`config.mk`:
```
export PLATFORM = sky130hd
export DESIGN_NAME = fsm_b
export DESIGN_NICKNAME = d
export VERILOG_FILES = /design/src/rtl/fsm_b.sv
export SDC_FILE = /design/constraint.sdc
export NUM_CORES = 1
export LEC_CHECK = 0
export ABC_AREA = 0
export CAP_MARGIN = 25
export CORE_AREA = 8 8 45 47
export DETAILED_ROUTE_END_ITERATION = 12
export DIE_AREA = 0 0 53 55
export DONT_BUFFER_PORTS = 1
export HOLD_SLACK_MARGIN = 0.06
export PLACE_DENSITY = 0.3
export SETUP_SLACK_MARGIN = 0.2
export SYNTH_ARGS = -nofsm -noshare
export SYNTH_HDL_FRONTEND = slang
export SYNTH_SLANG_ARGS = --single-unit
```
`constraint.sdc`:
```
create_clock -name CLK -period 1.9 [get_ports CLK]
set_clock_uncertainty 0.05 [all_clocks]
set_input_delay 0.38 -clock CLK [delete_from_list [all_inputs] [get_ports CLK]]
set_output_delay 0.38 -clock CLK [all_outputs]
set_load 0.02 [all_outputs]
```
`src/rtl/fsm_b.sv`:
```
// fsm_b: serial "1101" pattern detector (Mealy).
// Watches one bit of x_in per CLK cycle and raises y_out combinationally in
// the cycle that carries the final '1' of "1101". Overlapping matches count,
// so "1101101" reports twice. Reset is synchronous and active-high, and it
// also gates y_out directly so that a match never reports while Reset is held.

module fsm_b (
  input  logic CLK,
  input  logic Reset,
  input  logic x_in,
  output logic y_out
);

  // Each state records how much of the pattern the recent bits have matched.
  typedef enum logic [1:0] {
    S0 = 2'b00,  // no useful prefix
    S1 = 2'b01,  // seen "1"
    S2 = 2'b10,  // seen "11"
    S3 = 2'b11   // seen "110"
  } state_t;

  state_t state_r;
  state_t next_state_s;

  // State register: synchronous reset to S0, otherwise take the computed next state.
  always_ff @(posedge CLK) begin
    if (Reset) begin
      state_r <= S0;
    end else begin
      state_r <= next_state_s;
    end
  end

  // Next-state and Mealy output logic; y_out fires only on the completing '1' from S3.
  always_comb begin
    next_state_s = S0;
    y_out        = 1'b0;
    case (state_r)
      S0: begin
        if (x_in) begin
          next_state_s = S1;
        end else begin
          next_state_s = S0;
        end
      end
      S1: begin
        if (x_in) begin
          next_state_s = S2;
        end else begin
          next_state_s = S0;
        end
      end
      S2: begin
        // A run of 1s still ends in "11", so stay here.
        if (x_in) begin
          next_state_s = S2;
        end else begin
          next_state_s = S3;
        end
      end
      S3: begin
        // The completing '1' is also the first '1' of a possible next match.
        if (x_in) begin
          next_state_s = S1;
          y_out        = ~Reset;
        end else begin
          next_state_s = S0;
          y_out        = 1'b0;
        end
      end
      default: begin
        next_state_s = S0;
        y_out        = 1'b0;
      end
    endcase
  end

endmodule

```
==> results of run 1 <==
-- worst max-delay path by stage --
| stage | end | slack [ns] | cells past startpoint |
|---|---|---|---|
| CTS | y_out | 0.48 | 2 |
| global route | y_out | 0.42 | 2 |
| detailed placement | y_out | 0.73 | 2 |
| finish | y_out | 0.49 | 2 |
| floorplan | y_out | 0.76 | 2 |
| global placement | y_out | 0.73 | 2 |
-- power by group through the flow --
stage / Combinational, mW / Sequential [mW] / Clock, mW
3_5_place_dp: 0.0112 / 0.0486 / 0
6_report: 0.0109 / 0.0481 / 0.100
2_1_floorplan: 0.00975 / 0.0480 / 0
5_1_grt: 0.0126 / 0.0485 / 0.113
4_1_cts: 0.0113 / 0.0481 / 0.104
3_3_place_gp: 0.0106 / 0.0484 / 0
-- routing by layer --
metal / vias to the layer above / wire (µm) / track usage
met5: - / 0 / 0
met4: 0 / 13 / 0.05172
met3: 2 / 76 / 0.05348
met2: 7 / 83 / 0.02734
met1: 36 / 98 / 0.01515
li1: 44 / - / -
-- worst max-delay path: stages, from the launching register on --
cell and delay (ns):
dfxtp_1 0.32, ha_1 0.19, and3b_2 0.24
-- area by class of cell --
class,instances,share of cell area
clock buffer,3,0.1364
inverter,2,0.04545
multi-input combinational,8,0.4545
sequential,2,0.2424
tap,16,0.1212
-- logic make-up after synthesis --
group / count (synthesis) / synth area share
multiplexers: 2 / 0.1633
adder cells (fa/ha/maj): 3 / 0.3062
flip-flops: 2 / 0.3265
buffers and inverters: 2 / 0.06125
AND/OR/NAND/NOR: 3 / 0.1429
-- Yosys cell counts, drive strengths merged --
cell type	instances	area [µm²]
and3b	1	10.01
dfxtp	2	40.04
ha	3	37.54
inv	2	7.510
mux2i	2	20.02
nor2	2	7.510
-- metrics by stage --
step / cell area (µm²) / util / setup slack, ns / hold slack (ns) / power (mW)
floorplan: 122.6 / - / 0.7577 / 0.4024 / 0.05776
global placement: 142.6 / 0.1031 / 0.7331 / 0.4050 / 0.05896
detailed placement: 142.6 / 0.1031 / 0.7309 / 0.4054 / 0.05986
CTS: 165.2 / 0.1193 / 0.4790 / 0.1582 / 0.1633
global route: 165.2 / 0.1193 / 0.4233 / 0.1517 / 0.1744
finish: 165.2 / 0.1193 / 0.4873 / 0.1628 / 0.1592
==> key figures, run 1 <==
CTS
  • Later-pin clock latency in the skew report: 0.23 ns
  • # hold bufs at CTS: 0
  • Clock Sinks: 2
  • Setup repair bufs after CTS: 0
  • H-tree depth: 1
  • Num CTS Buffers: 3
  • Clock tree buffer depth: 2
  • Post-cts sizing count: 0
  • CTS clk-pin slew, worst paths: 0.03 ns
  • CTS root buffer: clkbuf_4
  • CTS tree: built

Power and ir drop
  • P_leak: 0.07756 nW
  • Max VDD drop: 0.0002295 V
  • P_sw: 37.52 µW
  • Int Pwr: 121.7 µW
  • Combinational group share of total power: 0.069
  • Cell Pwr Density: 964.2 nW/µm²
  • Seq pwr share: 0.302
  • Sw Ratio: 0.2356
  • Clk pwr share: 0.629

STA
  • Max_slew headroom: 0.9192
  • Period utilisation layout: 0.7435
  • RSZ-0062 raised after global routing: no
  • Max Freq: 0.7079 GHz
  • Minimum clock period after layout: 1.413 ns
  • Actual slew at the worst max-slew pin: 0.1178 ns
  • Fin. Hold Viols: 0
  • Fin. max-slew vios: 0
  • Setup_tns: 0 ns
  • Count of final setup violators: 0

Layout
  • Sequential cell area: 40.04 µm²
  • Max reg flops: 2
  • # diodes: 0
  • Fin cells: 31
  • Share of cells above drive strength 1: 0.2667
  • Area grow syn2layout: 34.69%
  • Most frequent cells in the layout: ha_1 (3), clkbuf_4 (3)
  • Fillcell total: 156
  • Area of the multi-input gates: 75.07 µm²
  • Top flop regs: state_r (2)
  • Nets: 23
  • Biggest register: state_r

Worst hold path
  • Hold Startpoint: Reset
  • Cells on Worst Hold Path: 1
  • Min-Delay Path Class: input port to flop
  • WHS Endpoint: state_r[0]

Setup path
  • Worst Reg-to-Reg Cells: 4
  • Worst EP arrival: 0.98 ns
  • Worst Setup Start Kind: flop
  • Reg-to-Reg Start: state_r[0]
  • Required @ worst endpoint: 1.47 ns
  • Crit path kind: flop to output port
  • Setup crit start: state_r[0]
  • CP Max Fanout: 3
  • R2r setup slk: 0.89 ns
  • Reg-to-Reg End: state_r[0]
  • CP endpoint kind: output port

Drt
  • DRC violations left: 0
  • DR WL/cell: 8.774 µm
  • Starting DRT DRC Count: 2
  • Post-Route WL: 272 µm
  • Routed Antenna Nets: 0
  • Pre-antenna DRT Iters: 2
  • DR vias: 89
  • Via density: 2.871

Die
  • FP Rows: 14
  • Initial Util: 0.08861
  • Core area: 1384 µm²
  • I/O pin count: 4
  • Die Wd: 53 µm
  • Die area: 2915 µm²
  • Die H: 55 µm

Outcome
  • Status: completed

Logic synthesis
  • Syn_nets: 18
  • Synth unique cells: 6
  • Sequential share of the synthesized area: 0.3265
  • Netlist Area Pre-Place: 122.6 µm²
  • Syn avg cell area: 10.22 µm²
  • Post-Synthesis Cells: 12
  • YS warnings: 0
  • FF+latch count, synth: 2

Placed design
  • IO Port Bufs: 0
  • Cells after DPL: 28
  • GP Congestion: 0.5783

GRT
  • GRT overflow: 0
  • Largest net degree at the start of global routing: 4
  • GRT Util Overall: 0.03057
  • Vias in the first global route: 99
  • Initial antenna violation count: 0
  • First-pass GRT wire length: 469 µm

Run
  • Max-cap viol count: 0
Power figures use the tool's default switching activity.
==> run 2, diff against run 1 <==
- clock period: 1.9 -> 1.4 ns (I/O delays scaled with it)
==> run 2 against run 1 <==
Against the previous run:
- wire length up 19%
- sequential share of layout area shrank 3.5 points
- core utilization grew 2.9 points
- sequential power increased by 35%
- clock power up 30%
- via count is 15% higher
- final cell count up 13%
- global-route usage rose by 0.22 points
- flip-flop and latch count unchanged
- register-to-register slack worse by 0.55 ns
- worst setup slack got worse by 0.35 ns
- cell area up 24%
==> key figures, run 2 (synthesized netlist as in run 1, its figures left out) <==
Layout
  • # diodes: 0
  • Top flop regs: state_r (2)
  • Fin cells: 35
  • Max reg flops: 2
  • Share of cells above drive strength 1: 0.4737
  • Biggest register: state_r
  • Design Area, Final: 205.2 µm²
  • Commonest non-fill, non-tap cell in the layout: clkbuf_4
  • Util after Layout: 0.1483
  • Nets: 27
  • Area grow syn2layout: 67.35%

Power and ir drop
  • Combinational group share of total power: 0.120
  • Cell Pwr Density: 1082 nW/µm²
  • Clk pwr share: 0.586
  • Max VDD drop: 0.0003289 V
  • P_sw: 47.94 µW
  • Seq pwr share: 0.293
  • P_leak: 0.09459 nW
  • Int Pwr: 174.2 µW
  • Sw Ratio: 0.2158

Die
  • Die H: 55 µm
  • Die area: 2915 µm²
  • Die Wd: 53 µm
  • FP Rows: 14
  • I/O pin count: 4
  • Initial Util: 0.08861
  • Core area: 1384 µm²

GRT
  • GRT overflow: 0
  • GRT Util Overall: 0.03275
  • First-pass GRT wire length: 517 µm
  • Vias in the first global route: 107
  • Largest net degree at the start of global routing: 4
  • Initial antenna violation count: 0

STA
  • Minimum clock period after layout: 1.267 ns
  • Fin. max-slew vios: 0
  • Max Freq: 0.7896 GHz
  • Fin. Hold Viols: 0
  • Setup_tns: 0 ns
  • RSZ-0062 raised after global routing: yes
  • Setup ws final: 0.1335 ns
  • Period utilisation layout: 0.9046
  • Count of final setup violators: 0
  • Max_slew headroom: 0.9189
  • Actual slew at the worst max-slew pin: 0.1183 ns

Worst hold path
  • Min-Delay Path Class: input port to flop

Setup path
  • Required @ worst endpoint: 1.07 ns
  • Worst Setup Start Kind: flop
  • CP endpoint kind: output port
  • CP Max Fanout: 2
  • Worst EP arrival: 0.94 ns
  • Crit path kind: flop to output port

CTS
  • CTS root buffer: clkbuf_4
  • Clock Sinks: 2
  • Num CTS Buffers: 3
  • CTS clk-pin slew, worst paths: 0.03 ns
  • Clock tree buffer depth: 2
  • H-tree depth: 1
  • CTS tree: built
  • Later-pin clock latency in the skew report: 0.23 ns

Placed design
  • Dpl ws: 0.3309 ns
  • Cells after DPL: 28
  • Area after DPL: 142.6 µm²
  • GP Congestion: 0.5783
  • IO Port Bufs: 0

Drt
  • DRC violations left: 0
  • Post-Route WL: 323 µm
  • Routed Antenna Nets: 0
  • DR vias: 102
  • DR WL/cell: 9.229 µm
  • Via density: 2.914
  • Starting DRT DRC Count: 1
  • Pre-antenna DRT Iters: 2

Run
  • Max-cap viol count: 0

Outcome
  • Status: completed
[run 2: changes by cell type in the layout (fill, tap and decap cells not counted)]
cell,previous run,this run
dfxtp_1,2,0
ha_1,3,2
buf_4,0,2
ha_2,0,1
dlygate4sd3_1,0,2
dfxtp_2,0,2
[run 2: power groups by stage]
| stage | clock network [mW] | logic, mW | registers [mW] |
|---|---|---|---|
| 6_report | 0.130 | 0.0267 | 0.0651 |
| 5_1_grt | 0.154 | 0.0298 | 0.0654 |
| 4_1_cts | 0.141 | 0.0247 | 0.0648 |
| 3_5_place_dp | 0 | 0.0152 | 0.0660 |
| 3_3_place_gp | 0 | 0.0143 | 0.0657 |
| 2_1_floorplan | 0 | 0.0132 | 0.0652 |
[run 2: cell type report]
| type | instances | area [µm²] |
|---|---|---|
| well taps | 16 | 20.02 |
| fillers | 158 | 1179 |
| multi-input cells | 8 | 77.57 |
| inverters | 2 | 7.507 |
| flip-flops and latches | 2 | 42.54 |
| clock buffers | 3 | 22.52 |
| repair buffers | 4 | 35.03 |
[run 2: worst paths after layout]
kind | start | to | slack (ns) | depth (start not counted)
worst min-delay path | x_in | state_r[0] | 0.16 | 2
worst max-delay path | state_r[0] | y_out | 0.13 | 2
worst min register to register | state_r[1] | state_r[0] | 0.65 | 4
worst max register to register | state_r[0] | state_r[0] | 0.34 | 5
[run 2: timing repair]
item	4_1_cts	5_1_grt
gates resized for setup	3	0
gates cloned	0	0
buffers inserted	2	0
endpoints found under the setup margin	1	1
endpoints found under the hold margin	1	1
pin swaps	2	2
hold buffers	1	1
[run 2: per-layer routing]
metal,share of wire,wire (µm),GRT usage,vias to the layer above
li1,-,-,-,52
met1,0.40,130,0.01818,46
met2,0.43,139,0.03320,4
met3,0.17,54,0.05080,0
met4,0,0,0.05172,0
met5,0,0,0,-
[run 2: worst max-delay path, cell delays in order, from the launching register on]
cell,delay [ns]
dfxtp_2,0.32
ha_2,0.15
and3b_2,0.24
[run 2: metrics by stage]
stage,power (mW),hold slack (ns)
floorplan,0.07839,0.3024
CTS,0.2306,0.06132
global route,0.2491,0.1599
finish,0.2221,0.1609
global placement,0.08001,0.3050
detailed placement,0.08123,0.3054
